===== src/rtl/fifo_arb_pkg.sv =====
// Shared types and helpers for the FIFO write-port arbiter.
package fifo_arb_pkg;

   typedef enum logic [0:0] {ARB, GRANT} state_t;

   function automatic int unsigned rr_next(input int unsigned ptr, input int unsigned nreq);
      return (ptr + 1 >= nreq) ? 0 : ptr + 1;
   endfunction

endpackage


===== src/rtl/fifo_wr_arbiter_rr_pick.sv =====
// Combinational round-robin picker: first request at or after i_ptr, wrapping.
module rr_pick #(
   parameter int unsigned NREQ = 4,
   localparam int unsigned IW = (NREQ > 1) ? $clog2(NREQ) : 1
) (
   input  logic [NREQ-1:0] i_req,
   input  logic [IW-1:0]   i_ptr,
   output logic [NREQ-1:0] o_gnt,
   output logic [IW-1:0]   o_idx,
   output logic            o_any
);

   logic [2*NREQ-1:0] dbl;
   logic [2*NREQ-1:0] masked;
   logic              found;

   // Upper copy of the request vector supplies the wrapped-around candidates.
   always_comb begin
      dbl    = {i_req, i_req};
      masked = '0;
      found  = 1'b0;
      o_idx  = '0;
      o_gnt  = '0;
      for (int i = 0; i < 2 * NREQ; i++) begin
         masked[i] = dbl[i] && (i >= int'(i_ptr));
      end
      for (int i = 0; i < 2 * NREQ; i++) begin
         if (!found && masked[i]) begin
            found = 1'b1;
            o_idx = IW'(i % NREQ);
         end
      end
      if (found) o_gnt[o_idx] = 1'b1;
   end

   assign o_any = |i_req;

endmodule


===== src/rtl/fifo_wr_arbiter.sv =====
// Round-robin arbiter sharing the async FIFO write port; grants are locked per burst
// until last is accepted or MAXBURST beats have transferred.
module fifo_wr_arbiter
   import fifo_arb_pkg::*;
#(
   parameter int unsigned NREQ     = 4,
   parameter int unsigned DSIZE    = 32,
   parameter int unsigned MAXBURST = 16
) (
   input  logic                  i_clk,
   input  logic                  i_rst_n,
   input  logic [NREQ-1:0]       i_valid,
   input  logic [NREQ*DSIZE-1:0] i_data,
   input  logic [NREQ-1:0]       i_last,
   output logic [NREQ-1:0]       o_ready,
   input  logic                  i_wfull,
   output logic                  o_wr,
   output logic [DSIZE-1:0]      o_wdata,
   output logic [NREQ-1:0]       o_gnt,
   output logic                  o_busy
);

   localparam int unsigned IW = (NREQ > 1) ? $clog2(NREQ) : 1;
   localparam int unsigned CW = $clog2(MAXBURST + 1);

   state_t          state_q;
   logic [IW-1:0]   g_q;
   logic [IW-1:0]   rr_ptr_q;
   logic [CW-1:0]   beat_cnt_q;
   logic [NREQ-1:0] gnt_q;
   logic            busy_q;

   logic [NREQ-1:0] pick_gnt;
   logic [IW-1:0]   pick_idx;
   logic            pick_any;
   logic            accept;
   logic            burst_done;

   rr_pick #(
      .NREQ (NREQ)
   ) u_rr_pick (
      .i_req (i_valid),
      .i_ptr (rr_ptr_q),
      .o_gnt (pick_gnt),
      .o_idx (pick_idx),
      .o_any (pick_any)
   );

   // gnt_q is zero outside GRANT, so ready needs no extra state qualification.
   assign accept     = busy_q && i_valid[g_q] && !i_wfull;
   assign burst_done = accept && (i_last[g_q] || (beat_cnt_q + 1'b1 == CW'(MAXBURST)));
   assign o_ready    = gnt_q & {NREQ{!i_wfull}};
   assign o_wr       = accept;
   assign o_gnt      = gnt_q;
   assign o_busy     = busy_q;

   always_comb begin
      o_wdata = '0;
      if (busy_q) o_wdata = i_data[DSIZE*32'(g_q) +: DSIZE];
   end

   always_ff @(posedge i_clk or negedge i_rst_n) begin
      if (!i_rst_n) begin
         state_q    <= ARB;
         g_q        <= '0;
         rr_ptr_q   <= '0;
         beat_cnt_q <= '0;
         gnt_q      <= '0;
         busy_q     <= 1'b0;
      end else begin
         unique case (state_q)
            ARB: begin
               if (pick_any) begin
                  state_q    <= GRANT;
                  g_q        <= pick_idx;
                  gnt_q      <= pick_gnt;
                  busy_q     <= 1'b1;
                  beat_cnt_q <= '0;
               end
            end
            GRANT: begin
               if (accept) begin
                  beat_cnt_q <= beat_cnt_q + 1'b1;
                  if (burst_done) begin
                     state_q  <= ARB;
                     gnt_q    <= '0;
                     busy_q   <= 1'b0;
                     rr_ptr_q <= IW'(rr_next(32'(g_q), NREQ));
                  end
               end
            end
            default: state_q <= ARB;
         endcase
      end
   end

endmodule

===== config.mk =====
export PLATFORM = sky130hd
export DESIGN_NAME = fifo_wr_arbiter
export DESIGN_NICKNAME = d
export VERILOG_FILES = /design/src/rtl/fifo_arb_pkg.sv /design/src/rtl/fifo_wr_arbiter_rr_pick.sv /design/src/rtl/fifo_wr_arbiter.sv
export SDC_FILE = /design/constraint.sdc
export NUM_CORES = 1
export LEC_CHECK = 0
export CAP_MARGIN = 25
export CORE_MARGIN = 1.5
export CORE_UTILIZATION = 30
export CTS_BUF_LIST = sky130_fd_sc_hd__clkbuf_4 sky130_fd_sc_hd__clkbuf_8 sky130_fd_sc_hd__clkbuf_16
export DETAILED_ROUTE_END_ITERATION = 16
export GPL_TIMING_DRIVEN = 0
export PLACE_DENSITY = 0.82
export SLEW_MARGIN = 25
export SYNTH_ARGS = -nofsm -noshare
export SYNTH_HDL_FRONTEND = slang
export SYNTH_SLANG_ARGS = --single-unit
export TNS_END_PERCENT = 50

===== constraint.sdc =====
create_clock -name i_clk -period 2.82 [get_ports i_clk]
set_input_delay 0.846 -clock i_clk [delete_from_list [all_inputs] [get_ports i_clk]]
set_output_delay 0.846 -clock i_clk [all_outputs]
set_load 0.01 [all_outputs]

* Word level (Yosys, flattened, before mapping)
Index checks and enable logic that the tools add are counted.
** Word-level totals
- Flip-flop bits (word level) :: 15
- Latch bits :: 0
- Bits in writable memories :: 0
- ROM bits :: 0
- Input bits :: 139
- Output and inout bits :: 42
- Logic and storage cells :: 89
- Memories kept :: 0
** Operators by class
- Add/subtract/negate cells :: 2
- Multipliers :: 0
- Div/mod/pow operators :: 0
- Order comparisons :: 7
- Equal/unequal tests :: 4
- Shifts and indexed selects :: 1
- Muxes and demuxes :: 39
- Bitwise gates (word level) :: 2
- Reduce and logical (&&, ||, !) cells :: 28
** Operator list (number)
- $shiftx A128 B8 Y32 :: 1
- $mux W32 :: 1
- $mux W1 :: 18
- $mux W4 :: 4
- $logic_and A1 B1 Y1 :: 14
- $mux W2 :: 7
- $mux W5 :: 2
- $pmux W5 S2 :: 1
- $logic_not A1 Y1 :: 8
- $pmux W4 S2 :: 1
- $lt A2 B3 Y1 const B :: 2
- $reduce_and A3 Y1 :: 2
- $add A5 B1 Y5 const B :: 1
- $eq A5 B5 Y1 const B :: 1
- $and A4 B4 Y4 :: 1
- $bmux W1 S2 :: 2
- $ge A1 B2 Y1 const A :: 2
- $ne A2 B1 Y1 const B :: 2
- $pmux W1 S2 :: 2
- $reduce_and A2 Y1 :: 2
- $reduce_or A4 Y1 :: 1
- $add A2 B1 Y3 const B :: 1
- $ge A3 B3 Y1 const B :: 1
- $demux W1 S2 :: 1
- 5 further kinds :: 5

* Depth between registers and ports, before layout
Gate-level depths: netlist (run 1).
- Word-level depth :: 31
- Gate-level depth with buffers :: 7
- Mapped depth without buffers :: 5

* Cells and area by module
From an unflattened synthesis (run 1), not the netlist that was laid out.
** Second synthesis, totals
- Cell total of the unflattened synthesis :: 186
- Area, all modules :: 1963.1 um^2
** By module, submodules not included
- fifo_wr_arbiter :: times used 1, cells an instance 154, area each 1761.7 um^2, seq. area each 375.4 um^2
- rr_pick :: times used 1, cells an instance 32, area each 201.4 um^2, seq. area each 0.0 um^2

* Worst setup path after synthesis (run 1)
OpenSTA, ideal clock, no wires.
- Kind :: register -> output
- Start point :: register g_q[0]
- End point :: output port o_wdata[10]
- Arrival :: 1.493 ns
- Required time :: 1.974 ns
- Setup slack :: 0.481 ns
- Cell stages (with the launch flop) :: 5
- Path buffers :: 2
- Cells stage by stage :: dfrtp_1 -> buf_6 -> buf_2 -> mux4_2 -> and2_1
** Between the ends
- Cells in the longest elaborated chain, start to end :: 2
** Ends and longest elaborated chain
- start: declaration :: line fifo_wr_arbiter.sv:27 : logic [IW-1:0] g_q;
- start signal: assignment :: line fifo_wr_arbiter.sv:75 : g_q <= pick_idx;
- $shiftx A128 B8 Y32 :: line fifo_wr_arbiter.sv:59 : if (busy_q) o_wdata = i_data[DSIZE*32'(g_q) +: DSIZE];
- $mux W32 :: line fifo_wr_arbiter.sv:59
- end: declaration :: line fifo_wr_arbiter.sv:18 : output logic [DSIZE-1:0] o_wdata,
No other way between the ends.

* Worst setup path after layout (run 1)
- Start point :: input port i_data[71]
- End point :: output port o_wdata[7]
** Between the ends
- Cells in the longest elaborated chain, start to end :: 2
** Ends and longest elaborated chain
- start: declaration :: line fifo_wr_arbiter.sv:13 : input logic [NREQ*DSIZE-1:0] i_data,
- $shiftx A128 B8 Y32 :: line fifo_wr_arbiter.sv:59
- $mux W32 :: line fifo_wr_arbiter.sv:59
No other way between the ends.

==> impl_metrics.csv, run 1 <==
group,metric,value,unit
yosys,synth_seq_area_share,20.4,%
yosys,yosys_warnings,0,
worst_setup_path,critPathLaunchType,"primary input",
clocking,clk_pin_slew,0.06,ns
final_layout,multi_input_area,1410,µm²
drt,drt_first_pass_iters,4,
floorplan,dieArea,6620,µm²
sta,slew_viol_final,0,
worst_setup_path,cp_slowest_cell,"mux4_2",
global_routing,grt_start_max_net_pins,16,
run_status,outcome,"finished clean",
drt,avgRoutedWirePerCell,18.1,µm
clocking,cts.sinks,15,
yosys,synth.area.mux_share,43.7,%
worst_setup_path,crit_chain,"clkdlybuf4s50_1 -> mux4_2 -> and2_4 -> buf_6",
global_routing,grt_usage,21.8,%
yosys,synth_fp_nets,299,
worst_setup_path,arrival,1.96,ns
floorplan,die_h,81.4,µm
yosys,synthSimpleGateAreaFrac,20.4,%
yosys,netlist_instances,158,
final_layout,regArea,375,µm²
drt,vias_per_cell,5.07,
sta,finClkSkew,0.00460,ns
power_and_ir_drop,peakVddDrop,0.471,mV
floorplan,placementRows,28,
placed_design,place.gp.congestion,0.818,
sta,period_minus_slack,2.80,ns
yosys,syn_area_per_cell,11.7,µm²
drt,wl,7.62,mm
worst_setup_path,critPathMaxStageDelay,0.44,ns
sta,post-route-period-util,99.4,%
yosys,yosys-top-cells-area,"mux4_2 (42%), dfrtp_1 (20%), and2_1 (12%)",
clocking,clock_latency,0.25,ns
worst_setup_path,path_max_fanout,1,
clocking,cts_tree,"yes",
yosys,synth_seq_cells,15,
sta,relSlewSlack,53.6,%
yosys,synth-xor-area-share,0.951,%
sta,setup_violations,0,
global_routing,antenna_found_initial,4,
sta,clock.fmax,0.357,GHz
flow_run,drv_cap,0,
floorplan,die_w,81.4,µm
sta,hold_ws,0.519,ns
yosys,synth_top_area_cell,"mux4_2",
power_and_ir_drop,p_leak,0.00182,µW
drt,remaining_drc_errors,0,
sta,hold_viol_final,0,
yosys,ys.flop_type,"dfrtp_1",
sta,setup_ws,0.0162,ns
final_layout,layout.cells.non_filler,421,
yosys,netlist_area,1840,µm²
floorplan,ios,181,
floorplan,start_util,31.1,%
global_routing,grt_pass1_vias,2117,
worst_setup_path,crit_path_end_kind,"primary output",
yosys,synth.distinct_cells,33,
clocking,cts-root-buf,"clkbuf_8",
yosys,synth_top_family_by_area,"multiplexers",
sta,rsz0062_at_grt,"no",
placed_design,io_buffers,180,
yosys,synth_compound_area_share,8.70,%
floorplan,core_area,5920,µm²
placed_design,dp_worst_setup_slack,-0.568,ns
min_path,hold_path.class,"reg2reg",
yosys,synthAdderAreaFrac,1.36,%
clocking,cts_max_level,1,
drt,vias,2134,
yosys,yosysTopAreaCellShare,41.6,%
placed_design,hpwl,6.39,mm
worst_setup_path,path_class,"in2out",
yosys,async_flop_share,100,%
worst_setup_path,required,1.97,ns
final_layout,drive_gt1_share,29.8,%
power_and_ir_drop,fin_total_pwr,2670,µW
placed_design,place_inst,413,
clocking,clockBufferDepth,2,
yosys,synth-edff-count,0,
global_routing,overflow,0,
final_layout,syn_to_final_growth,98.7,%
final_layout,fillers,552,
global_routing,grt_pass1_wl,10.9,mm
sta,tightestPinTransition,0.693,ns
power_and_ir_drop,power_density,730,nW/µm²
drt,drtIter0Drc,35,
sta,fin_setup_tns,0,ns
final_layout,final_nets,484,
clocking,numCtsBuffers,3,
drt,ant_nets,0,
[power by group]
part	internal (µW)	switching (µW)	total, µW
Clock	97.8	77.2	175
Sequential	299	115	414
Combinational	1220	860	2080
Total	1620	1050	2670
[registers in the layout, indices dropped and copies added, names as in the netlist]
signal      cells
state_q         1
o_busy          1
g_q             2
o_gnt           4
rr_ptr_q        2
beat_cnt_q      5
[cell type report]
cell class | instances | share of cell area, %
repair buffers | 181 | 44.4
inverters | 4 | 0.410
multi-input cells | 126 | 38.6
plain buffers | 12 | 2.26
diodes | 4 | 0.274
well taps | 75 | 2.56
clock buffers | 3 | 1.13
clock inverters | 1 | 0.137
flip-flops and latches | 15 | 10.3
[critical path, delay by kind of cell]
family | cells | cell delay, ns
muxes | 1 | 0.44
buffers and inverters | 2 | 0.50
and+or+nand+nor | 1 | 0.17
[cells by family after synthesis]
| group | count (synthesis) |
|---|---|
| AO/OA/AOI/OAI | 22 |
| multiplexers | 37 |
| AND/OR/NAND/NOR | 63 |
| adder cells (fa/ha/maj) | 2 |
| XOR/XNOR | 2 |
| buffers and inverters | 17 |
| flip-flops | 15 |
[final timing paths]
kind	startpoint	slack, ns	depth (start not counted)	end
max	i_data[71]	0.02	4	o_wdata[7]
min in group asynchronous	i_rst_n	1.02	1	o_gnt[0]
min	beat_cnt_q[4]	0.52	2	beat_cnt_q[4]
max reg2reg	g_q[0]	0.78	7	rr_ptr_q[0]
min reg2reg	beat_cnt_q[4]	0.52	2	beat_cnt_q[4]
max in group asynchronous	i_rst_n	1.36	1	state_q
[placed cells by master (no fill, tap or decap), types with 2 or more instances in the layout]
cell,count
clkdlybuf4s50_1,15
clkbuf_8,3
dlygate4sd2_1,110
nand2_1,6
clkbuf_1,4
buf_2,22
nand3_1,7
a32o_1,3
dlymetal6s2s_1,18
and2_4,11
and2_1,23
a21oi_1,2
inv_1,4
or2_2,2
dfrtp_1,15
mux4_2,34
buf_4,2
mux2_4,2
o21ai_0,7
nor2b_1,4
buf_6,15
clkbuf_2,3
clkdlybuf4s15_2,4
nor2_1,4
ha_1,2
a21boi_0,2
a21o_1,3
diode_2,4
[cells in the mapped netlist, types with 2 or more instances]
master / number
ha_1: 2
buf_2: 3
a21boi_0: 2
a21o_1: 3
o21ai_0: 7
a21oi_1: 2
inv_1: 4
and2_1: 34
dfrtp_1: 15
mux4_2: 34
mux2_4: 2
or2_2: 2
nand2_1: 6
clkbuf_1: 8
nor2_1: 4
nor2b_1: 4
nand3_1: 7
a32o_1: 3
buf_6: 2
[layer usage]
metal | routed length, µm | vias up | track usage [%]
li1 | - | 986 | -
met1 | 2690 | 1037 | 23.9
met2 | 4120 | 99 | 42.3
met3 | 666 | 12 | 3.60
met4 | 140 | 0 | 6.21
met5 | 0 | - | 0
[through the flow]
step	util (%)	area, µm²
2_1_floorplan	-	1840
5_1_grt	61.8	3660
6_report	61.8	3660
3_5_place_dp	63.1	3740
4_1_cts	60.1	3560
3_3_place_gp	63.1	3740
[timing repair]
action / in CTS / in global routing
hold endpoints to repair: 0 / 0
endpoints found under the setup margin: 37 / 16
hold buffers: 0 / 0
buffers inserted: 1 / 0
resized for setup: 274 / 30
No activity file was read; power rests on OpenSTA's default activity.
==> inputs of run 2 (changes only) <==
--- a/config.mk
+++ b/config.mk
@@ -12,7 +12,7 @@
 export DETAILED_ROUTE_END_ITERATION = 16
 export GPL_TIMING_DRIVEN = 0
 export PLACE_DENSITY = 0.82
-export SLEW_MARGIN = 25
+export SLEW_MARGIN = 20
 export SYNTH_ARGS = -nofsm -noshare
 export SYNTH_HDL_FRONTEND = slang
 export SYNTH_SLANG_ARGS = --single-unit
==> results of run 2 <==
Same layout as run 1: the final DEF is identical, and so are final timing and power.
